$ cat src/rtl/updown_wrap_counter_if.sv
// Bus interface for updown_wrap_counter: control inputs, count outputs and,
// when the TC_STICKY_EN macro is defined, the sticky wrap flag and its clear.
// master = the block driving the counter, slave = the counter itself.
interface updown_wrap_counter_if #(
  parameter int WIDTH = 5
);
  logic             en;
  logic             mode;
  logic             load;
  logic [WIDTH-1:0] load_val;
  logic [WIDTH-1:0] limit;
  logic [WIDTH-1:0] cnt;
  logic             tc;
  logic             wrap;
`ifdef TC_STICKY_EN
  logic             tc_sticky;
  logic             tc_clr;

  modport master (
    output en, mode, load, load_val, limit, tc_clr,
    input  cnt, tc, wrap, tc_sticky
  );

  modport slave (
    input  en, mode, load, load_val, limit, tc_clr,
    output cnt, tc, wrap, tc_sticky
  );
`else
  modport master (
    output en, mode, load, load_val, limit,
    input  cnt, tc, wrap
  );

  modport slave (
    input  en, mode, load, load_val, limit,
    output cnt, tc, wrap
  );
`endif
endinterface

$ cat src/rtl/updown_wrap_counter.sv
// Up/down counter with a runtime wrap limit, parallel load, enable and
// terminal-count detection. Count range is 0..limit in either direction.
// Optional feature: define TC_STICKY_EN to add a sticky wrap flag (tc_sticky)
// with its clear strobe (tc_clr); without it that logic does not exist.
module updown_wrap_counter #(
  parameter int               WIDTH   = 5,
  parameter logic [WIDTH-1:0] RST_VAL = '0
) (
  input  logic                  clk,
  input  logic                  rst_n,
  updown_wrap_counter_if.slave  bus
);

  localparam logic [WIDTH-1:0] ONE = WIDTH'(1);

  logic [WIDTH-1:0] r_cnt;
  logic             r_wrap;
  logic [WIDTH-1:0] w_cnt_nxt;
  logic             w_wrap_nxt;
  logic             w_tc;

  // Next count and wrap: load beats enable; a value above limit wraps on the
  // next up step, and a down step below zero reloads limit.
  always_comb begin
    // NOTE: every output gets a default first so no path leaves it unassigned
    // and no latch is inferred.
    w_cnt_nxt  = r_cnt;
    w_wrap_nxt = 1'b0;
    if (bus.load) begin
      w_cnt_nxt = bus.load_val;
    end else if (bus.en) begin
      if (!bus.mode) begin
        if (r_cnt >= bus.limit) begin
          w_cnt_nxt  = '0;
          w_wrap_nxt = 1'b1;
        end else begin
          w_cnt_nxt = r_cnt + ONE;
        end
      end else begin
        if (r_cnt == '0) begin
          w_cnt_nxt  = bus.limit;
          w_wrap_nxt = 1'b1;
        end else begin
          w_cnt_nxt = r_cnt - ONE;
        end
      end
    end
  end

  // Count and wrap-pulse registers with synchronous active-low reset.
  always_ff @(posedge clk) begin
    // NOTE: sequential state uses non-blocking assignments so every register
    // samples the pre-edge values regardless of statement order.
    if (!rst_n) begin
      r_cnt  <= RST_VAL;
      r_wrap <= 1'b0;
    end else begin
      r_cnt  <= w_cnt_nxt;
      r_wrap <= w_wrap_nxt;
    end
  end

  // Terminal count is combinational so it is visible in the same cycle.
  assign w_tc = bus.mode ? (r_cnt == '0) : (r_cnt >= bus.limit);

  assign bus.cnt  = r_cnt;
  assign bus.wrap = r_wrap;
  assign bus.tc   = w_tc;

`ifdef TC_STICKY_EN
  logic r_tc_sticky;

  // Sticky wrap flag: a wrap on this edge beats a simultaneous clear.
  always_ff @(posedge clk) begin
    if (!rst_n) begin
      r_tc_sticky <= 1'b0;
    end else if (w_wrap_nxt) begin
      r_tc_sticky <= 1'b1;
    end else if (bus.tc_clr) begin
      r_tc_sticky <= 1'b0;
    end
  end

  assign bus.tc_sticky = r_tc_sticky;
`endif

endmodule

$ cat src/flat_wrapper.sv
// flat-port wrapper written by rule: the top's interface ports become plain ports
module updown_wrap_counter_flat 
#(
  parameter int               WIDTH   = 5,
  parameter logic [WIDTH-1:0] RST_VAL = '0
)
  (clk, rst_n, bus_en, bus_mode, bus_load, bus_load_val, bus_limit, bus_cnt, bus_tc, bus_wrap);
  updown_wrap_counter_if #(.WIDTH(WIDTH)) bus_i ();
  input  logic clk;
  input  logic rst_n;
  input wire logic [$bits(bus_i.en)-1:0] bus_en;
  input wire logic [$bits(bus_i.mode)-1:0] bus_mode;
  input wire logic [$bits(bus_i.load)-1:0] bus_load;
  input wire logic [$bits(bus_i.load_val)-1:0] bus_load_val;
  input wire logic [$bits(bus_i.limit)-1:0] bus_limit;
  output wire logic [$bits(bus_i.cnt)-1:0] bus_cnt;
  output wire logic [$bits(bus_i.tc)-1:0] bus_tc;
  output wire logic [$bits(bus_i.wrap)-1:0] bus_wrap;
  assign bus_i.en = bus_en;
  assign bus_i.mode = bus_mode;
  assign bus_i.load = bus_load;
  assign bus_i.load_val = bus_load_val;
  assign bus_i.limit = bus_limit;
  assign bus_cnt = bus_i.cnt;
  assign bus_tc = bus_i.tc;
  assign bus_wrap = bus_i.wrap;
  updown_wrap_counter #(.WIDTH(WIDTH), .RST_VAL(RST_VAL)) u_core (.clk(clk), .rst_n(rst_n), .bus(bus_i));
endmodule
$ cat config.mk
export PLATFORM = sky130hd
export DESIGN_NAME = updown_wrap_counter_flat
export DESIGN_NICKNAME = d
export VERILOG_FILES = /design/src/rtl/updown_wrap_counter_if.sv /design/src/rtl/updown_wrap_counter.sv /design/src/flat_wrapper.sv
export SDC_FILE = /design/constraint.sdc
export NUM_CORES = 1
export LEC_CHECK = 0
export CELL_PAD_IN_SITES_DETAIL_PLACEMENT = 1
export CELL_PAD_IN_SITES_GLOBAL_PLACEMENT = 1
export CORE_MARGIN = 2
export CORE_UTILIZATION = 34
export DETAILED_ROUTE_END_ITERATION = 10
export PLACE_DENSITY = 0.79
export SYNTH_ARGS = -nofsm -noshare
export SYNTH_HDL_FRONTEND = slang
export SYNTH_SLANG_ARGS = --single-unit
$ cat constraint.sdc
create_clock -name clk -period 4 [get_ports clk]
set_input_delay 0.8 -clock clk [delete_from_list [all_inputs] [get_ports clk]]
set_output_delay 0.8 -clock clk [all_outputs]
set_load 0.01 [all_outputs]
=== Word level (Yosys, flattened, before mapping) ===
Cells that the tools add are included.

* Bits of input ports: 15
* Word-level logic and storage cells: 19
* Bits in registers: 6

* Order comparisons: 1
* Reductions and logical operators: 3
* Multiplexer cells: 9
* $add $sub $neg: 2
* Bitwise logic cells: 2

{| class="wikitable"
|+ Operator list
! cell !! number
|-
| $mux 5 || 5
|-
| $add 5x1->5 const B || 1
|-
| $ge 5x5->1 || 1
|-
| $logic_not 5->1 || 1
|-
| $sub 5x1->5 const B || 1
|-
| $mux 1 || 4
|-
| $reduce_or 3->1 || 1
|-
| $not 1->1 || 2
|-
| $reduce_bool 2->1 || 1
|}

=== Logic depth before layout (Yosys ltp) ===
Gate-level depths: netlist of run 1.

* Depth after elaboration: 5
* Gate-level depth with buffers: 7

=== Least setup slack after synthesis of run 1 ===
Ideal clock, no wire load.

* Path kind: in2out
* From: in bus_limit[2]
* To: out bus_tc
* Cell stages on the path: 6
* Path slack: 1,335 ps
* Arrival: 1,865 ps
* Cells stage by stage: inv_1 > ha_1 > a21o_1 > a31oi_1 > o21ai_0 > and2_1

* Longest elaborated chain between the ends: 2

{| class="wikitable"
|+ Ends and longest elaborated chain
! element !! RTL line !! source
|-
| from (decl) || flat_wrapper.sv:15 || <nowiki>input wire logic [$bits(bus_i.limit)-1:0] bus_limit;</nowiki>
|-
| $ge 5x5->1 || updown_wrap_counter.sv:64 || <nowiki>assign w_tc = bus.mode ? (r_cnt == '0) : (r_cnt >= bus.limit);</nowiki>
|-
| $mux 1 || updown_wrap_counter.sv:64 ||
|-
| to (decl) || flat_wrapper.sv:17 || <nowiki>output wire logic [$bits(bus_i.tc)-1:0] bus_tc;</nowiki>
|}

Every way passes these cells.

=== Worst setup path after layout of run 1 ===
Ends and elaborated chain as after synthesis.

==> results of run 1 <==
[per-stage QoR]
step,std cells,cell area [um2],hold slack (ns),setup slack [ns]
3_5_place_dp,127,888,0.723,0.339
5_1_grt,130,911,0.779,0.229
4_1_cts,130,911,0.704,0.336
3_3_place_gp,127,888,0.704,0.397
2_1_floorplan,82,654,0.668,1.34
6_report,130,911,0.708,0.338
[registers in the layout (all words and copies together), names as in the netlist]
| signal | cells |
|---|---|
| u_core.bus.cnt | 5 |
| u_core.bus.wrap | 1 |
[cell families after synthesis]
| kind of cell | share of synthesized area [%] |
|---|---|
| adders and majority gates | 13.4 |
| AOI/OAI and AO/OA | 27.3 |
| and+or+nand+nor | 23.1 |
| xor gates and xnor gates | 5.35 |
| buffers and inverters | 9.18 |
| DFF | 18.4 |
| muxes | 3.25 |
[power by group]
group	internal [mW]	switching, mW	leakage (nW)
clock	0.0340	0.0234	0.0138
sequential	0.0649	0.0112	0.0497
combinational	0.0548	0.0462	0.310
total	0.154	0.0807	0.374
[cell usage in the layout (no fill, tap or decap), drive strengths merged]
cell type,n
and4b,1
a211oi,1
o31ai,1
and4,1
nand2,3
mux2,1
mux2i,1
a21o,1
buf,3
ha,7
nand4b,1
nor2b,2
nor2,4
clkbuf,3
o311ai,1
or3,3
a221oi,1
o21ai,4
nor3,1
and2,2
a31oi,3
o211ai,6
o31a,1
xor2,1
o2bb2ai,1
or4b,1
inv,8
nand2b,2
o22ai,1
nor3b,1
xnor2,3
dfxtp,6
clkdlybuf4s50,21
nand3,3
a21boi,1
a21oi,4
[metal layers]
metal  share of wire [%]  vias to the layer above  GRT usage, %
li1                    -                      352             -
met1                  44                      345          27.7
met2                  50                       21          34.9
met3                 5.5                        4          6.42
met4                0.79                        0          3.78
met5                   0                        -             0
[tightest hold or removal path: stages (launching register included)]
cell                       delay, ns
sky130_fd_sc_hd__dfxtp_1        0.37
sky130_fd_sc_hd__a21boi_0       0.18
sky130_fd_sc_hd__o22ai_1        0.10
[worst paths after layout]
kind | start | end | cells past startpoint
worst max-delay path | bus_limit[2] | bus_tc | 8
worst min-delay path | u_core.bus.cnt[4]$_SDFFE_PN0P_ | u_core.bus.cnt[4]$_SDFFE_PN0P_ | 2
worst max register to register | u_core.bus.cnt[0]$_SDFFE_PN0P_ | u_core.bus.wrap$_SDFF_PP0_ | 7
worst min register to register | u_core.bus.cnt[4]$_SDFFE_PN0P_ | u_core.bus.cnt[4]$_SDFFE_PN0P_ | 2
[cell type report]
type | count | share of cell area, %
Timing Repair Buffer | 24 | 25.5
Clock buffer | 3 | 2.47
Sequential cell | 6 | 13.2
Inverter | 8 | 3.30
Multi-Input combinational cell | 64 | 52.1
Tap cell | 25 | 3.43
==> report_table.html, run 1 <==
<table>
<tr><th>Metric</th><th>Value</th></tr>
<tr><th colspan="2">Clocking</th></tr>
<tr><td>Post-CTS setup-driven buffer insertion count</td><td>0</td></tr>
<tr><td>Count of hold-fix buffers inserted at cts</td><td>0</td></tr>
<tr><td>Clock transition at the registers of the reported paths</td><td>about 0.050 ns</td></tr>
<tr><td>Clock tree from TritonCTS</td><td>yes</td></tr>
<tr><td>Clock buffer count from CTS</td><td>3</td></tr>
<tr><td>Insertion delay of the later-clocked pin in the worst-skew pair</td><td>0.25 ns</td></tr>
<tr><td>Maximum clock path buffer count</td><td>2</td></tr>
<tr><td>Number of H-tree levels</td><td>1</td></tr>
<tr><td>Resize count post-CTS</td><td>0</td></tr>
<tr><td>Clock root cell</td><td>sky130_fd_sc_hd__clkbuf_4</td></tr>
<tr><td>Clock sink count</td><td>6</td></tr>
<tr><th colspan="2">Worst setup path</th></tr>
<tr><td>Maximum fanout along the worst path</td><td>4</td></tr>
<tr><td>Worst Path Required</td><td>around 3.2 ns</td></tr>
<tr><td>Category of the most critical setup path</td><td>in2out</td></tr>
<tr><td>Cell type of the slowest stage on the worst timing path</td><td>sky130_fd_sc_hd__clkdlybuf4s50_1</td></tr>
<tr><td>CP Buf/Inv Count</td><td>3</td></tr>
<tr><td>Top cell family by delay on the critical path</td><td>buffers and inverters</td></tr>
<tr><td>R2r setup slk</td><td>about 2 ns</td></tr>
<tr><td>Largest stage delay, worst path</td><td>between 0.4 and 0.5 ns</td></tr>
<tr><td>CP arrival</td><td>between 2 and 3 ns</td></tr>
<tr><td>Cell with the most instances on the worst path</td><td>sky130_fd_sc_hd__clkdlybuf4s50_1</td></tr>
<tr><td>Cell breakdown of the critical path</td><td>clkdlybuf4s50_1 -&gt; inv_1 -&gt; ha_1 -&gt; a21o_1 -&gt; a31oi_1 -&gt; o21ai_0 -&gt; and2_1 -&gt; clkdlybuf4s50_1</td></tr>
<tr><td>CP endpoint kind</td><td>primary output</td></tr>
<tr><td>CP Launch Type</td><td>input pin</td></tr>
<tr><th colspan="2">GRT</th></tr>
<tr><td>Number of global-route vias before repair</td><td>around 750</td></tr>
<tr><td>Residual overflow from global routing</td><td>0</td></tr>
<tr><td>Wire length of the first global-routing pass</td><td>approximately 3.4 mm</td></tr>
<tr><td>Antenna violations before repair</td><td>0</td></tr>
<tr><td>Overall track demand over capacity in global routing</td><td>between 20% and 30%</td></tr>
<tr><td>Largest net degree at the start of global routing</td><td>12</td></tr>
<tr><th colspan="2">Timing</th></tr>
<tr><td>Slew of the pin with the lowest slew margin</td><td>roughly 0.47 ns</td></tr>
<tr><td>Fin crit share</td><td>91.5%</td></tr>
<tr><td>Setup violation total in the final timing report</td><td>0</td></tr>
<tr><td>Time the final worst path needs with I/O delays and setup</td><td>3.66 ns</td></tr>
<tr><td>RSZ-0062 raised after global routing</td><td>false</td></tr>
<tr><td>Max_slew headroom</td><td>~70%</td></tr>
<tr><td>Final-layout setup total negative slack</td><td>0 ns</td></tr>
<tr><td>Highest clock frequency the design can meet</td><td>roughly 270 MHz</td></tr>
<tr><td>Worst clock skew</td><td>roughly 0.0028 ns</td></tr>
<tr><td>Hold violation total from the final report</td><td>0</td></tr>
<tr><td>Slew Viols, Final</td><td>0</td></tr>
<tr><th colspan="2">Yosys</th></tr>
<tr><td>Most common cell in the synthesized netlist</td><td>sky130_fd_sc_hd__inv_1</td></tr>
<tr><td>Post-Synthesis Mean Instance Area</td><td>around 8 um2</td></tr>
<tr><td>Count of warnings emitted by yosys</td><td>0</td></tr>
<tr><td>Instance count of the mapped netlist</td><td>82</td></tr>
<tr><td>Post-synth EDFFs</td><td>0</td></tr>
<tr><td>Post-synthesis instance area</td><td>between 600 and 700 um2</td></tr>
<tr><td>Portion of the post-synthesis area used by sequential elements</td><td>between 15 and 20%</td></tr>
<tr><td>Async set-reset flop share out of synthesis</td><td>0%</td></tr>
<tr><td>Yosys top cell area share</td><td>18.4%</td></tr>
<tr><td>Top cells by instance count after synthesis</td><td>sky130_fd_sc_hd__inv_1 (8), sky130_fd_sc_hd__ha_1 (7), sky130_fd_sc_hd__dfxtp_1 (6), sky130_fd_sc_hd__o211ai_1 (6)</td></tr>
<tr><td>Main flop type after synthesis</td><td>sky130_fd_sc_hd__dfxtp_1</td></tr>
<tr><td>Synth Net Count</td><td>around 100</td></tr>
<tr><td>Post-synthesis sequential element count</td><td>6</td></tr>
<tr><td>Leading post-synthesis cells by cell area</td><td>sky130_fd_sc_hd__dfxtp_1 (18%), sky130_fd_sc_hd__ha_1 (13%), sky130_fd_sc_hd__o211ai_1 (6.9%), sky130_fd_sc_hd__inv_1 (4.6%), sky130_fd_sc_hd__xnor2_1 (4.0%)</td></tr>
<tr><td>Post-synthesis cell type count</td><td>36</td></tr>
<tr><td>Cell taking the most area after synthesis</td><td>sky130_fd_sc_hd__dfxtp_1</td></tr>
<tr><th colspan="2">Final layout</th></tr>
<tr><td>Area of the multi-input gates</td><td>roughly 470 um2</td></tr>
<tr><td>Core Util, Final</td><td>51.6%</td></tr>
<tr><td>Area growth from synthesis to final layout</td><td>39.2%</td></tr>
<tr><td>Filler cell count in the final layout</td><td>240</td></tr>
<tr><td>Sequential cell area</td><td>120 um2</td></tr>
<tr><td>Number of nets in the finished design</td><td>129</td></tr>
<tr><td>Antenna Diode Count</td><td>0</td></tr>
<tr><td>Share of final-layout standard cells stronger than drive strength 1</td><td>roughly 8.6%</td></tr>
<tr><th colspan="2">Drt</th></tr>
<tr><td>Count of TritonRoute iterations in the first routing pass</td><td>4</td></tr>
<tr><td>Remaining DRCs</td><td>0</td></tr>
<tr><td>Routed via count</td><td>722</td></tr>
<tr><td>Routed wire length</td><td>2.02 mm</td></tr>
<tr><td>Number of nets with antenna violations after detailed routing</td><td>0</td></tr>
<tr><td>Post-detailed-route via-to-cell ratio</td><td>5.55</td></tr>
<tr><td>Final routed wire length divided by cell count</td><td>between 15 and 20 um</td></tr>
<tr><td>Initial drt markers</td><td>8</td></tr>
<tr><th colspan="2">Placement</th></tr>
<tr><td>Global placement routability congestion</td><td>approximately 0.77</td></tr>
<tr><td>Count of buffers from port buffering</td><td>21</td></tr>
<tr><td>Post-DP HPWL</td><td>around 1.6 mm</td></tr>
<tr><th colspan="2">Floorplanning</th></tr>
<tr><td>Die width</td><td>47.9 um</td></tr>
<tr><td>Row cnt</td><td>15</td></tr>
<tr><td>Area enclosed by the die boundary</td><td>roughly 0.0023 mm2</td></tr>
<tr><td>Die boundary height</td><td>around 48 um</td></tr>
<tr><td>Top-level port count</td><td>22</td></tr>
<tr><td>Floorplan Core Area</td><td>between 0.0015 and 0.002 mm2</td></tr>
<tr><td>Initial core utilization</td><td>approximately 37%</td></tr>
<tr><th colspan="2">Power and ir drop</th></tr>
<tr><td>Total power</td><td>roughly 230 uW</td></tr>
<tr><td>Static Leakage</td><td>between 0.3 and 0.4 nW</td></tr>
<tr><td>Maximum vdd ir drop</td><td>roughly 0.00017 V</td></tr>
<tr><td>Power density of the placed cells</td><td>257 mW/mm2</td></tr>
<tr><th colspan="2">Worst hold path</th></tr>
<tr><td>Worst min-delay path class</td><td>reg2reg</td></tr>
<tr><th colspan="2">Flow run</th></tr>
<tr><td>Max-cap violation count</td><td>0</td></tr>
<tr><th colspan="2">Outcome</th></tr>
<tr><td>Status</td><td>completed</td></tr>
</table>
Note: power is estimated with default switching activity, not from simulation.
==> run 2, diff against run 1 <==
==> constraint.sdc (replaced) <==
create_clock -name clk -period 4 [get_ports clk]
set_input_delay 0.6 -clock clk [delete_from_list [all_inputs] [get_ports clk]]
set_output_delay 0.6 -clock clk [all_outputs]
set_load 0.01 [all_outputs]
==> report_table.html, run 2 (synthesis results as in run 1) <==
<table>
<tr><th>Metric</th><th>Value</th></tr>
<tr><th colspan="2">Outcome</th></tr>
<tr><td>Status</td><td>completed</td></tr>
<tr><th colspan="2">Worst setup path</th></tr>
<tr><td>CP endpoint kind</td><td>primary output</td></tr>
<tr><td>Largest stage delay, worst path</td><td>0.48 ns (about the same)</td></tr>
<tr><td>Cell type of the slowest stage on the worst timing path</td><td>sky130_fd_sc_hd__clkdlybuf4s50_1</td></tr>
<tr><td>Cell breakdown of the critical path</td><td>clkdlybuf4s50_1 -&gt; inv_1 -&gt; ha_1 -&gt; a21o_1 -&gt; a31oi_1 -&gt; o21ai_0 -&gt; and2_1 -&gt; clkdlybuf4s50_1</td></tr>
<tr><td>CP Buf/Inv Count</td><td>3 (unchanged)</td></tr>
<tr><td>Category of the most critical setup path</td><td>in2out</td></tr>
<tr><td>Cell with the most instances on the worst path</td><td>sky130_fd_sc_hd__clkdlybuf4s50_1</td></tr>
<tr><td>Top cell family by delay on the critical path</td><td>buffers and inverters</td></tr>
<tr><td>Worst Path Required</td><td>3.40 ns (+0.20 ns)</td></tr>
<tr><td>Maximum fanout along the worst path</td><td>4 (unchanged)</td></tr>
<tr><td>CP Launch Type</td><td>input pin</td></tr>
<tr><td>CP arrival</td><td>2.79 ns (-0.07 ns)</td></tr>
<tr><th colspan="2">Clocking</th></tr>
<tr><td>Clock sink count</td><td>6 (unchanged)</td></tr>
<tr><td>Clock transition at the registers of the reported paths</td><td>0.04 ns (about the same)</td></tr>
<tr><td>Resize count post-CTS</td><td>0 (unchanged)</td></tr>
<tr><td>Clock root cell</td><td>sky130_fd_sc_hd__clkbuf_4</td></tr>
<tr><td>Post-CTS setup-driven buffer insertion count</td><td>0 (unchanged)</td></tr>
<tr><td>Clock buffer count from CTS</td><td>3 (unchanged)</td></tr>
<tr><td>Count of hold-fix buffers inserted at cts</td><td>0 (unchanged)</td></tr>
<tr><td>Number of H-tree levels</td><td>1 (unchanged)</td></tr>
<tr><td>Insertion delay of the later-clocked pin in the worst-skew pair</td><td>0.25 ns (about the same)</td></tr>
<tr><td>Maximum clock path buffer count</td><td>2 (unchanged)</td></tr>
<tr><td>Clock tree from TritonCTS</td><td>yes</td></tr>
<tr><th colspan="2">Floorplanning</th></tr>
<tr><td>Area enclosed by the die boundary</td><td>0.00229 mm2 (unchanged)</td></tr>
<tr><td>Floorplan Core Area</td><td>0.00176 mm2 (unchanged)</td></tr>
<tr><td>Initial core utilization</td><td>37.1% (unchanged)</td></tr>
<tr><td>Die width</td><td>47.9 um (unchanged)</td></tr>
<tr><td>Top-level port count</td><td>22 (unchanged)</td></tr>
<tr><td>Row cnt</td><td>15 (unchanged)</td></tr>
<tr><td>Die boundary height</td><td>47.9 um (unchanged)</td></tr>
<tr><th colspan="2">Drt</th></tr>
<tr><td>Remaining DRCs</td><td>0 (unchanged)</td></tr>
<tr><td>Final routed wire length divided by cell count</td><td>14.8 um (-4.5%)</td></tr>
<tr><td>Routed via count</td><td>700 (-3.0%)</td></tr>
<tr><td>Initial drt markers</td><td>5 (-3)</td></tr>
<tr><td>Routed wire length</td><td>1.90 mm (-5.9%)</td></tr>
<tr><td>Number of nets with antenna violations after detailed routing</td><td>0 (unchanged)</td></tr>
<tr><td>Post-detailed-route via-to-cell ratio</td><td>5.47 (-1.5%)</td></tr>
<tr><td>Count of TritonRoute iterations in the first routing pass</td><td>3 (-1)</td></tr>
<tr><th colspan="2">Timing</th></tr>
<tr><td>Max_slew headroom</td><td>69.1% (+0.65 points)</td></tr>
<tr><td>Worst clock skew</td><td>0.00196 ns (-0.000828 ns)</td></tr>
<tr><td>RSZ-0062 raised after global routing</td><td>false</td></tr>
<tr><td>Setup violation total in the final timing report</td><td>0 (unchanged)</td></tr>
<tr><td>Slew of the pin with the lowest slew margin</td><td>0.463 ns (-0.00973 ns)</td></tr>
<tr><td>Time the final worst path needs with I/O delays and setup</td><td>3.39 ns (-0.267 ns)</td></tr>
<tr><td>Hold violation total from the final report</td><td>0 (unchanged)</td></tr>
<tr><td>Final-layout setup total negative slack</td><td>0 ns (unchanged)</td></tr>
<tr><td>Fin crit share</td><td>84.9% (-6.7 points)</td></tr>
<tr><td>Slew Viols, Final</td><td>0 (unchanged)</td></tr>
<tr><td>Highest clock frequency the design can meet</td><td>295 MHz (+7.9%)</td></tr>
<tr><th colspan="2">Final layout</th></tr>
<tr><td>Leading cell type in the layout, fill and taps excluded</td><td>sky130_fd_sc_hd__clkdlybuf4s50_1</td></tr>
<tr><td>Filler cell count in the final layout</td><td>232 (-3.3%)</td></tr>
<tr><td>Share of final-layout standard cells stronger than drive strength 1</td><td>6.80% (-1.8 points)</td></tr>
<tr><td>Top library cells by usage in the layout, fill and taps aside</td><td>sky130_fd_sc_hd__clkdlybuf4s50_1 (21), sky130_fd_sc_hd__inv_1 (8), sky130_fd_sc_hd__ha_1 (7)</td></tr>
<tr><td>Number of nets in the finished design</td><td>127 (-1.6%)</td></tr>
<tr><td>Final instance count without filler cells</td><td>128 (-1.5%)</td></tr>
<tr><td>Area growth from synthesis to final layout</td><td>36.9%</td></tr>
<tr><td>Antenna Diode Count</td><td>0 (unchanged)</td></tr>
<tr><td>Area of the multi-input gates</td><td>474 um2 (unchanged)</td></tr>
<tr><td>Flip-flop count of the largest register after layout</td><td>5 (unchanged)</td></tr>
<tr><td>Sequential cell area</td><td>120 um2 (unchanged)</td></tr>
<tr><th colspan="2">GRT</th></tr>
<tr><td>Wire length of the first global-routing pass</td><td>3.16 mm (-6.5%)</td></tr>
<tr><td>Number of global-route vias before repair</td><td>702 (-6.0%)</td></tr>
<tr><td>Overall track demand over capacity in global routing</td><td>20.2% (-1.1 points)</td></tr>
<tr><td>Largest net degree at the start of global routing</td><td>12 (unchanged)</td></tr>
<tr><td>Antenna violations before repair</td><td>0 (unchanged)</td></tr>
<tr><td>Residual overflow from global routing</td><td>0 (unchanged)</td></tr>
<tr><th colspan="2">Power and ir drop</th></tr>
<tr><td>Maximum vdd ir drop</td><td>0.000157 V (-5.6%)</td></tr>
<tr><td>Power density of the placed cells</td><td>257 mW/mm2 (-0.28%)</td></tr>
<tr><td>Total power</td><td>230 uW (-1.9%)</td></tr>
<tr><td>Static Leakage</td><td>0.364 nW (-2.6%)</td></tr>
<tr><th colspan="2">Placement</th></tr>
<tr><td>Count of buffers from port buffering</td><td>21 (unchanged)</td></tr>
<tr><td>Number of cells in the design after placement</td><td>125 (-1.6%)</td></tr>
<tr><td>Post-DP HPWL</td><td>1.51 mm (-5.5%)</td></tr>
<tr><td>Global placement routability congestion</td><td>0.763 (-0.35%)</td></tr>
<tr><th colspan="2">Worst hold path</th></tr>
<tr><td>Worst min-delay path class</td><td>reg2reg</td></tr>
<tr><th colspan="2">Flow run</th></tr>
<tr><td>Max-cap violation count</td><td>0 (unchanged)</td></tr>
</table>
==> run 2: cell types whose count changed in the layout (fill, tap and decap cells not counted), sizes merged <==
cell,delta
buf,-2
==> run 2: per-stage QoR <==
stage / cell area [um2] / hold WS [ns] / setup WS [ns] / utilization (%)
2_1_floorplan: 654 / 0.668 / 1.74 / -
3_3_place_gp: 873 / 0.711 / 0.637 / 49.5
3_5_place_dp: 873 / 0.733 / 0.608 / 49.5
4_1_cts: 896 / 0.744 / 0.602 / 50.8
5_1_grt: 896 / 0.787 / 0.430 / 50.8
6_report: 896 / 0.746 / 0.606 / 50.8
==> run 2: final timing paths <==
check | depth (start not counted) | slack (ns) | to | startpoint
worst max register to register | 6 | 2.07 | u_core.bus.wrap$_SDFF_PP0_ | u_core.bus.cnt[0]$_SDFFE_PN0P_
worst max-delay path | 8 | 0.61 | bus_tc | bus_limit[2]
worst min-delay path | 4 | 0.75 | u_core.bus.cnt[3]$_SDFFE_PN0P_ | u_core.bus.cnt[0]$_SDFFE_PN0P_
worst min register to register | 4 | 0.75 | u_core.bus.cnt[3]$_SDFFE_PN0P_ | u_core.bus.cnt[0]$_SDFFE_PN0P_
==> run 2: worst reg2reg max path: stages, from the launching register on <==
cell and delay, ns:
sky130_fd_sc_hd__dfxtp_1 0.44, sky130_fd_sc_hd__inv_1 0.13, sky130_fd_sc_hd__ha_1 0.30, sky130_fd_sc_hd__nand2b_1 0.14, sky130_fd_sc_hd__a31oi_1 0.31, sky130_fd_sc_hd__o21ai_0 0.26
sky130_fd_sc_hd__and4_1 0.25
==> run 2: report_power, final <==
part	switching, mW	internal [mW]
logic	0.0435	0.0519
registers	0.0112	0.0649
clock network	0.0244	0.0341
total	0.0791	0.151
==> run 2: final cells by class <==
type | count | share of cell area [%]
multi-input combinational | 64 | 52.9
timing repair buffer | 22 | 24.3
sequential | 6 | 13.4
tap | 25 | 3.49
inverter | 8 | 3.35
clock buffer | 3 | 2.51
==> run 2: per-layer routing <==
| metal | vias to the layer above | global-route usage (%) | wire length, um |
|---|---|---|---|
| met3 | 6 | 6.42 | 96 |
| li1 | 348 | - | - |
| met2 | 16 | 32.0 | 921 |
| met5 | - | 0 | 0 |
| met1 | 330 | 25.8 | 853 |
| met4 | 0 | 6.49 | 27 |
==> run 3, diff against run 2 <==
--- a/config.mk
+++ b/config.mk
@@ -8,9 +8,9 @@
 export CELL_PAD_IN_SITES_DETAIL_PLACEMENT = 1
 export CELL_PAD_IN_SITES_GLOBAL_PLACEMENT = 1
 export CORE_MARGIN = 2
-export CORE_UTILIZATION = 34
+export CORE_UTILIZATION = 31
 export DETAILED_ROUTE_END_ITERATION = 10
-export PLACE_DENSITY = 0.79
+export PLACE_DENSITY = 0.73
 export SYNTH_ARGS = -nofsm -noshare
 export SYNTH_HDL_FRONTEND = slang
 export SYNTH_SLANG_ARGS = --single-unit
==> constraint.sdc (replaced) <==
create_clock -name clk -period 3.2 [get_ports clk]
set_input_delay 0.48 -clock clk [delete_from_list [all_inputs] [get_ports clk]]
set_output_delay 0.48 -clock clk [all_outputs]
set_load 0.01 [all_outputs]
==> report_table.html, run 3 (synthesis results as in run 1) <==
<table>
<tr><th>Metric</th><th>Value</th></tr>
<tr><th colspan="2">GRT</th></tr>
<tr><td>Antenna violations before repair</td><td>0 (unchanged)</td></tr>
<tr><td>Wire length of the first global-routing pass</td><td>3.46 mm (+9.6%)</td></tr>
<tr><td>Global-route track usage on met2</td><td>28.9% (-3.1 points)</td></tr>
<tr><td>Largest net degree at the start of global routing</td><td>12 (unchanged)</td></tr>
<tr><td>Global routing met1 resource utilization</td><td>24.0% (-1.7 points)</td></tr>
<tr><td>Overall track demand over capacity in global routing</td><td>18.3% (-1.9 points)</td></tr>
<tr><td>Gr busiest metal</td><td>met2</td></tr>
<tr><td>Number of global-route vias before repair</td><td>729 (+3.8%)</td></tr>
<tr><td>Routing usage on met3</td><td>2.42% (-4.0 points)</td></tr>
<tr><td>Residual overflow from global routing</td><td>0 (unchanged)</td></tr>
<tr><th colspan="2">Final layout</th></tr>
<tr><td>Antenna Diode Count</td><td>0 (unchanged)</td></tr>
<tr><td>Share of final-layout standard cells stronger than drive strength 1</td><td>9.43% (+2.6 points)</td></tr>
<tr><td>Flip-flop count of the largest register after layout</td><td>5 (unchanged)</td></tr>
<tr><td>Final instance count without filler cells</td><td>133 (+3.9%)</td></tr>
<tr><td>Top library cells by usage in the layout, fill and taps aside</td><td>sky130_fd_sc_hd__clkdlybuf4s50_1 (21), sky130_fd_sc_hd__inv_1 (8), sky130_fd_sc_hd__ha_1 (7)</td></tr>
<tr><td>Final standard cell area without fillers</td><td>921 um2 (+2.8%)</td></tr>
<tr><td>Area growth from synthesis to final layout</td><td>40.7%</td></tr>
<tr><td>Leading cell type in the layout, fill and taps excluded</td><td>sky130_fd_sc_hd__clkdlybuf4s50_1</td></tr>
<tr><td>Number of nets in the finished design</td><td>130 (+2.4%)</td></tr>
<tr><th colspan="2">Timing</th></tr>
<tr><td>Slew Viols, Final</td><td>0 (unchanged)</td></tr>
<tr><td>Hold violation total from the final report</td><td>0 (unchanged)</td></tr>
<tr><td>Worst clock skew</td><td>0.00936 ns (+0.00739 ns)</td></tr>
<tr><td>Time the final worst path needs with I/O delays and setup</td><td>2.99 ns</td></tr>
<tr><td>Fin crit share</td><td>93.5%</td></tr>
<tr><td>RSZ-0062 raised after global routing</td><td>false</td></tr>
<tr><td>Slew of the pin with the lowest slew margin</td><td>0.422 ns (-0.0409 ns)</td></tr>
<tr><td>Max_slew headroom</td><td>71.8% (+2.8 points)</td></tr>
<tr><td>Highest clock frequency the design can meet</td><td>334 MHz</td></tr>
<tr><td>Setup violation total in the final timing report</td><td>0 (unchanged)</td></tr>
<tr><td>Final-layout setup total negative slack</td><td>0 ns (unchanged)</td></tr>
<tr><th colspan="2">Placement</th></tr>
<tr><td>Post-DP HPWL</td><td>1.66 mm (+10%)</td></tr>
<tr><td>Count of buffers from port buffering</td><td>21 (unchanged)</td></tr>
<tr><td>Number of cells in the design after placement</td><td>130 (+4.0%)</td></tr>
<tr><td>Global placement routability congestion</td><td>0.760 (-0.45%)</td></tr>
<tr><td>Placement Cell Area</td><td>898 um2 (+2.9%)</td></tr>
<tr><th colspan="2">Outcome</th></tr>
<tr><td>Status</td><td>completed</td></tr>
<tr><th colspan="2">Clocking</th></tr>
<tr><td>Clock sink count</td><td>6 (unchanged)</td></tr>
<tr><td>Clock tree from TritonCTS</td><td>yes</td></tr>
<tr><td>Resize count post-CTS</td><td>0 (unchanged)</td></tr>
<tr><td>Clock root cell</td><td>sky130_fd_sc_hd__clkbuf_4</td></tr>
<tr><td>Maximum clock path buffer count</td><td>2 (unchanged)</td></tr>
<tr><td>Clock buffer count from CTS</td><td>3 (unchanged)</td></tr>
<tr><td>Number of H-tree levels</td><td>1 (unchanged)</td></tr>
<tr><td>Post-CTS setup-driven buffer insertion count</td><td>0 (unchanged)</td></tr>
<tr><td>Count of hold-fix buffers inserted at cts</td><td>0 (unchanged)</td></tr>
<tr><td>Insertion delay of the later-clocked pin in the worst-skew pair</td><td>0.25 ns (about the same)</td></tr>
<tr><td>Clock transition at the registers of the reported paths</td><td>0.05 ns (about the same)</td></tr>
<tr><th colspan="2">Floorplanning</th></tr>
<tr><td>Die width</td><td>49.9 um (+4.3%)</td></tr>
<tr><td>Floorplan Core Area</td><td>0.00198 mm2 (+12%)</td></tr>
<tr><td>Row cnt</td><td>16 (+1)</td></tr>
<tr><td>Area enclosed by the die boundary</td><td>0.00249 mm2 (+8.9%)</td></tr>
<tr><td>Initial core utilization</td><td>33.0% (-4.1 points)</td></tr>
<tr><td>Top-level port count</td><td>22 (unchanged)</td></tr>
<tr><td>Die boundary height</td><td>49.9 um (+4.3%)</td></tr>
<tr><th colspan="2">Flow run</th></tr>
<tr><td>Max-cap violation count</td><td>0 (unchanged)</td></tr>
<tr><th colspan="2">Power and ir drop</th></tr>
<tr><td>Static Leakage</td><td>0.378 nW (+3.9%)</td></tr>
<tr><td>Power density of the placed cells</td><td>325 mW/mm2 (+27%)</td></tr>
<tr><td>Maximum vdd ir drop</td><td>0.000134 V (-15%)</td></tr>
<tr><th colspan="2">Drt</th></tr>
<tr><td>Number of nets with antenna violations after detailed routing</td><td>0 (unchanged)</td></tr>
<tr><td>Routed wire length</td><td>2.12 mm (+12%)</td></tr>
<tr><td>Routed via count</td><td>739 (+5.6%)</td></tr>
<tr><td>Count of TritonRoute iterations in the first routing pass</td><td>4 (+1)</td></tr>
<tr><td>Remaining DRCs</td><td>0 (unchanged)</td></tr>
<tr><td>Post-detailed-route via-to-cell ratio</td><td>5.56 (+1.6%)</td></tr>
<tr><td>Initial drt markers</td><td>12 (+7)</td></tr>
<tr><td>Final routed wire length divided by cell count</td><td>15.9 um (+7.3%)</td></tr>
<tr><th colspan="2">Worst setup path</th></tr>
<tr><td>Largest stage delay, worst path</td><td>0.50 ns (+0.02 ns)</td></tr>
<tr><td>CP arrival</td><td>2.51 ns (-0.28 ns)</td></tr>
<tr><td>Category of the most critical setup path</td><td>in2out</td></tr>
<tr><td>Cell breakdown of the critical path</td><td>clkdlybuf4s50_1 -&gt; inv_1 -&gt; ha_1 -&gt; a21o_1 -&gt; a31oi_1 -&gt; o21ai_0 -&gt; and2_1 -&gt; clkdlybuf4s50_1</td></tr>
<tr><td>CP endpoint kind</td><td>primary output</td></tr>
<tr><td>Maximum fanout along the worst path</td><td>2 (-2)</td></tr>
<tr><td>CP Launch Type</td><td>input pin</td></tr>
<tr><td>Cell with the most instances on the worst path</td><td>sky130_fd_sc_hd__clkdlybuf4s50_1</td></tr>
<tr><td>Worst Path Required</td><td>2.72 ns (-0.68 ns)</td></tr>
<tr><td>Cell type of the slowest stage on the worst timing path</td><td>sky130_fd_sc_hd__clkdlybuf4s50_1</td></tr>
<tr><th colspan="2">Worst hold path</th></tr>
<tr><td>Worst min-delay path class</td><td>reg2reg</td></tr>
</table>
[run 3: cell count changes in the layout (fill, tap and decap cells not counted), sizes merged]
cell | before | now
buf | 1 | 4
[run 3: final timing paths]
check             cells after the start                        endpoint  slack [ns]                            from
setup / recovery                      8                          bus_tc        0.21                    bus_limit[2]
hold / removal                        3  u_core.bus.cnt[4]$_SDFFE_PN0P_        0.73  u_core.bus.cnt[4]$_SDFFE_PN0P_
setup reg to reg                      6  u_core.bus.cnt[1]$_SDFFE_PN0P_        1.22  u_core.bus.cnt[0]$_SDFFE_PN0P_
hold reg to reg                       3  u_core.bus.cnt[4]$_SDFFE_PN0P_        0.73  u_core.bus.cnt[4]$_SDFFE_PN0P_
[run 3: cell type report]
cell class | instances | area, um2
inverters | 8 | 30.0
fillers | 235 | 1060
clock buffers | 3 | 22.5
multi-input cells | 64 | 474
repair buffers | 25 | 240
flip-flops and latches | 6 | 120
well taps | 27 | 33.8
[run 3: through the flow]
stage	setup slack [ns]	utilization, %	power (mW)	hold WS (ns)
after CTS	0.194	46.5	0.301	0.729
after floorplan	1.13	-	0.168	0.609
after detailed placement	0.230	45.3	0.225	0.724
after global routing	0.100	46.5	0.319	0.792
final	0.209	46.5	0.299	0.729
after global placement	0.238	45.3	0.221	0.710
[run 3: report_power, final]
group	switching, mW	internal, mW
registers	0.0140	0.0810
logic	0.0586	0.0705
clock network	0.0325	0.0428
[run 3: worst max-delay path, delay by kind of cell]
family,cells,cell delay (ns)
buffers and inverters,3,1.02
AOI/OAI and AO/OA,3,0.56
and+or+nand+nor,1,0.16
adders and majority gates,1,0.29
[run 3: per-layer routing]
metal  part of all wire (%)  vias to the layer above
met3                    4.8                        2
li1                       -                      354
met2                     48                       23
met4                   0.66                        0
met5                      0                        -
met1                     47                      360
